===== src/rtl/perf_monitor.sv =====
// Performance monitor: weighted event counters plus a cycle counter, frozen once the fetched instruction stops changing.
// Latency: counters update on the enabled edge; rd_data is registered, one cycle after rd_addr.
// Backpressure: none; the block samples every edge and never stalls its source.
//
// Ports:
//   CLK, nrst        clock, synchronous active-low reset
//   en, clr          counting enable, synchronous clear (returns to RUN)
//   sat_mode         0 = counters wrap, 1 = counters saturate
//   evt_inc          2 bits per event channel, adds 0..3 per edge
//   inst, inst_valid instruction word in IF for completion detection
//   rd_addr/rd_data  registered read port (events, raw cycles, adjusted cycles)
//   ovf              sticky overflow flags, MSB is the cycle counter
//   done             completion detected, counters frozen
module perf_monitor #(
  parameter int NUM_EVT     = 8,
  parameter int CNT_W       = 32,
  parameter int INST_W      = 32,
  parameter int IDLE_THRESH = 50,
  parameter int AW          = 4
) (
  input  logic                   CLK,
  input  logic                   nrst,
  input  logic                   en,
  input  logic                   clr,
  input  logic                   sat_mode,
  input  logic [2*NUM_EVT-1:0]   evt_inc,
  input  logic [INST_W-1:0]      inst,
  input  logic                   inst_valid,
  input  logic [AW-1:0]          rd_addr,
  output logic [CNT_W-1:0]       rd_data,
  output logic [NUM_EVT:0]       ovf,
  output logic                   done
);

  localparam logic [0:0] ST_RUN  = 1'b0;
  localparam logic [0:0] ST_DONE = 1'b1;

  logic [NUM_EVT-1:0][CNT_W-1:0] cnt_q, cnt_d;
  logic [CNT_W-1:0]              cyc_q, cyc_d;
  logic [NUM_EVT:0]              ovf_q, ovf_d;
  logic [15:0]                   match_q, match_d;
  logic [INST_W-1:0]             last_q, last_d;
  logic [0:0]                    state_q, state_d;
  logic [CNT_W-1:0]              rd_q, rd_d;

  // Returns {overflow, next value}; the sum is formed one bit wider so the
  // carry-out is the overflow indication.
  function automatic logic [CNT_W:0] bump(input logic [CNT_W-1:0] v,
                                          input logic [1:0]       inc,
                                          input logic             sat);
    logic [CNT_W:0] s;
    s = {1'b0, v} + {{(CNT_W-1){1'b0}}, inc};
    if (s[CNT_W] && sat) begin
      s = {1'b1, {CNT_W{1'b1}}};
    end
    return s;
  endfunction

  always_comb begin
    logic [CNT_W:0] r;
    cnt_d   = cnt_q;
    cyc_d   = cyc_q;
    ovf_d   = ovf_q;
    match_d = match_q;
    last_d  = last_q;
    state_d = state_q;
    rd_d    = '0;
    r       = '0;

    // Read mux works on the pre-update values, including on a clr edge.
    for (int i = 0; i < NUM_EVT; i++) begin
      if (rd_addr == AW'(i)) rd_d = cnt_q[i];
    end
    if (rd_addr == AW'(NUM_EVT)) rd_d = cyc_q;
    if (rd_addr == AW'(NUM_EVT + 1)) begin
      rd_d = (cyc_q >= CNT_W'(IDLE_THRESH)) ? (cyc_q - CNT_W'(IDLE_THRESH)) : '0;
    end

    if (clr) begin
      cnt_d   = '0;
      cyc_d   = '0;
      ovf_d   = '0;
      match_d = '0;
      last_d  = '0;
      state_d = ST_RUN;
    end else if (state_q == ST_RUN && en) begin
      for (int i = 0; i < NUM_EVT; i++) begin
        r        = bump(cnt_q[i], evt_inc[2*i +: 2], sat_mode);
        cnt_d[i] = r[CNT_W-1:0];
        if (r[CNT_W]) ovf_d[i] = 1'b1;
      end
      r     = bump(cyc_q, 2'd1, sat_mode);
      cyc_d = r[CNT_W-1:0];
      if (r[CNT_W]) ovf_d[NUM_EVT] = 1'b1;

      // The edge that reaches the threshold still counts above; freezing
      // starts on the following edge because state only changes here.
      if (inst_valid) begin
        if (inst == last_q) begin
          match_d = match_q + 16'd1;
          if (match_d == 16'(IDLE_THRESH)) state_d = ST_DONE;
        end else begin
          last_d  = inst;
          match_d = '0;
        end
      end
    end
  end

  always_ff @(posedge CLK) begin
    if (!nrst) begin
      cnt_q   <= '0;
      cyc_q   <= '0;
      ovf_q   <= '0;
      match_q <= '0;
      last_q  <= '0;
      state_q <= ST_RUN;
      rd_q    <= '0;
    end else begin
      cnt_q   <= cnt_d;
      cyc_q   <= cyc_d;
      ovf_q   <= ovf_d;
      match_q <= match_d;
      last_q  <= last_d;
      state_q <= state_d;
      rd_q    <= rd_d;
    end
  end

  assign rd_data = rd_q;
  assign ovf     = ovf_q;
  assign done    = (state_q == ST_DONE);

endmodule


===== config.mk =====
export PLATFORM = sky130hd
export DESIGN_NAME = perf_monitor
export DESIGN_NICKNAME = d
export VERILOG_FILES = /design/src/rtl/perf_monitor.sv
export SDC_FILE = /design/constraint.sdc
export NUM_CORES = 1
export LEC_CHECK = 0
export CAP_MARGIN = 20
export CORE_MARGIN = 4
export CORE_UTILIZATION = 55
export DETAILED_ROUTE_END_ITERATION = 7
export PLACE_DENSITY_LB_ADDON = 0.05
export SLEW_MARGIN = 20
export SYNTH_ARGS = -nofsm -noshare
export SYNTH_HDL_FRONTEND = slang
export SYNTH_SLANG_ARGS = --single-unit

===== constraint.sdc =====
create_clock -name CLK -period 2.9 [get_ports CLK]
set_clock_uncertainty 0.15 [all_clocks]
set_input_delay 0.725 -clock CLK [delete_from_list [all_inputs] [get_ports CLK]]
set_output_delay 0.725 -clock CLK [all_outputs]
set_load 0.005 [all_outputs]

==> metrics.csv <==
metric,value,unit
post_cts_buffers,0,
grt_first_pass_wirelength,109,mm
tightest_slew,641,ps
cp-start-kind,input port,
routed_wl,70.7,mm
cp-startpoint,rd_addr[2],
antenna_found_initial,0,
cts_tree,built,
crit_type,input port to register,
postSynthCellCount,2481,
die_h,200,um
synth_top_cell_by_area,dfxtp_1,
syn_to_final_growth,25.1,%
wl_met2,32.5,mm
maxCapViolCount,0,
drt-met1-wl,29.4,mm
critPathRequiredTime,3230,ps
r2r_cells,6,
routedWlPerCell,21.5,um
clock_latency,580,ps
cts_buffers,43,
vias,20069,
grt_pass1_vias,19313,
grtUsageTotal,33.9,%
finalHoldViolCount,0,
ant_nets,0,
n_antenna_cell,0,
drc,0,
wl_met3,4.89,mm
power.leakage,0.00925,uW
netlist_top_cells_area,"dfxtp_1 37%, a21oi_1 8.4%, xor2_1 6.9%",
r2r-start,cyc_q[8]$_SDFFE_PP0P_,
synth.net_count,2569,
grt_overflow,0,
root_buffer,clkbuf_16,
firstDrtPassIters,6,
power_density,457,nW/um2
synth_edf_count,0,
clockBufferDepth,3,
start_util,55.7,%
ys_seq_area_share,37.2,%
cp_max_fo,31,
fp-row-count,70,
ir_drop,0.499,mV
crit_end,rd_data[4]$_SDFF_PN0_,
dieArea,40100,um2
synthArstFlopShare,0,%
dp_cells,3203,
path_clk_slew,60,ps
period_minus_slack,2780,ps
fp.coreArea,36500,um2
post-place-ws,-571,ps
synth_top_area_share,37.2,%
setup_slack,120,ps
dp_hpwl,54.0,mm
yosysWarnings,0,
setup_viol,0,
top_layer,met4,
layout.nets,2868,
grt_max_degree,82,
die_x,200,um
drive_above_1_share,15.3,%
ios,100,
synth_flop_cell,dfxtp_1,
io_buffers,99,
clock_sinks,378,
r2r-end,rd_data[12]$_SDFF_PN0_,
syn_avg_cell_area,8.20,um2
post-route-util,69.7,%
instances_no_fill,3282,
drv_slew,0,
reg2reg_slack,140,ps
synth_cell_type_count,83,
vias_per_cell,6.11,
fin_crit_sh,95.8,%
drt_iter0_markers,1922,
max_freq,360,MHz
critical_path_arrival,3100,ps
netlist_area,20300,um2
hp-class,register to register,
worstSetupEndpointType,register,
routabilityCongestion,1.02,
status,"finished, final reports clean",
htree_levels,2,
slew_headroom,56.9,%
ys_ff_latch,378,
rsz0062_at_grt,no,
==> layout by cell type, fill, tap and decap left out, types with 13 or more instances in the layout <==
cell type,n
a21oi_1,337
a22oi_1,13
a31oi_1,27
and3_1,40
and4_1,31
buf_12,22
buf_4,292
clkbuf_16,43
clkdlybuf4s50_1,97
dfxtp_1,378
ha_1,21
inv_1,58
mux2i_1,78
nand2_1,213
nand2b_1,15
nand3_1,118
nand4_1,67
nor2_1,194
nor3_1,60
nor4_1,32
o21ai_0,79
o22ai_1,31
or3_1,21
xnor2_1,137
xor2_1,161
==> report_power, final <==
| part | internal (uW) | switching, uW | total (uW) |
|---|---|---|---|
| Combinational | 380 | 472 | 852 |
| Clock | 3310 | 2220 | 5520 |
| Sequential | 5230 | 25.6 | 5250 |
| Total | 8920 | 2710 | 11600 |
==> worst max-delay path, stage by stage <==
cell and delay [ps]:
clkdlybuf4s50_1 500, buf_12 200, buf_4 150, and3b_1 340, buf_4 210, a21oi_1 70
o21ai_0 350, buf_4 180, o221ai_1 110, a21oi_1 240
==> how the worst min path moves through the flow <==
stage                                  startpoint  cells after the start  slack, ps                      end
after floorplan           match_q[6]$_SDFFE_PP0P_                      2        310  match_q[6]$_SDFFE_PP0P_
after global placement        ovf[8]$_SDFFE_PP0P_                      2        300      ovf[8]$_SDFFE_PP0P_
after detailed placement      ovf[7]$_SDFFE_PP0P_                      2        310      ovf[7]$_SDFFE_PP0P_
after CTS                     ovf[7]$_SDFFE_PP0P_                      2        320      ovf[7]$_SDFFE_PP0P_
after global routing      match_q[6]$_SDFFE_PP0P_                      2        360  match_q[6]$_SDFFE_PP0P_
final                         ovf[7]$_SDFFE_PP0P_                      2        310      ovf[7]$_SDFFE_PP0P_
==> cell type report <==
type                       instances  area (um2)
multi-input combinational       1886       12000
fill                            3019       11100
sequential                       378        7570
timing repair buffer             412        3620
clock buffer                      63        1230
tap                              468         586
inverter                          59         221
clock inverter                    16         200
==> flip-flops by register name, indices dropped and copies added (netlist names) <==
register and cells:
cnt_q 256, done 1, cyc_q 32, last_q 32, rd_data 32, match_q 16
ovf 9
==> per-layer routing <==
layer / GRT usage [%] / vias up
met4: 16.1 / 0
met1: 43.9 / 9610
met2: 55.8 / 783
met3: 5.23 / 186
met5: 0 / -
li1: - / 9490
==> cells in the mapped netlist, types with 7 or more instances <==
cell and n:
o22ai_1 31, nand4_1 67, dfxtp_1 378, nand3b_1 9, inv_1 59, and3_1 40, a21oi_1 341, nand2_1 213
xnor2_1 137, xor2_1 161, nor4_1 34, nor2_1 194, a22oi_1 13, buf_2 18, a222oi_1 8, a21o_1 7
nor2b_1 12, a221oi_1 12, nand3_1 118, nand2b_1 16, o211ai_1 9, fa_1 8, o21ai_0 79, o221ai_1 12
buf_1 8, or3_1 23, nor3_1 62, clkbuf_1 127, mux2i_1 78, a31oi_1 27, and2_1 8, ha_1 22
and4_1 31, or4_1 10
==> per-stage QoR <==
step                      hold slack (ps)  setup TNS [ps]  area, um2  total power, uW
after floorplan                       307               0      20400             5750
after global placement                297          -87390      24000             6180
after detailed placement              308         -101150      24000             6200
after CTS                             321               0      25400            11700
after global routing                  358               0      25500            12000
final                                 312               0      25500            11600
==> cells by family (layout without fill, tap and decap cells) <==
kind of cell | count (synthesis) | in the layout | share of synthesized area [%]
XOR/XNOR | 298 | 298 | 12.8
multiplexers | 87 | 87 | 4.61
AO/OA/AOI/OAI | 599 | 599 | 17.2
flip-flops | 378 | 378 | 37.2
adder cells (fa/ha/maj) | 30 | 30 | 2.14
AND/OR/NAND/NOR | 872 | 872 | 21.8
buffers and inverters | 217 | 550 | 4.25
==> timing repair <==
action / CTS / global route
endpoints found under the setup margin: 0 / 17
hold buffers: 0 / 0
gates resized for setup: 0 / 7
endpoints found under the hold margin: 0 / 0
(Power assumes the default switching activity.)
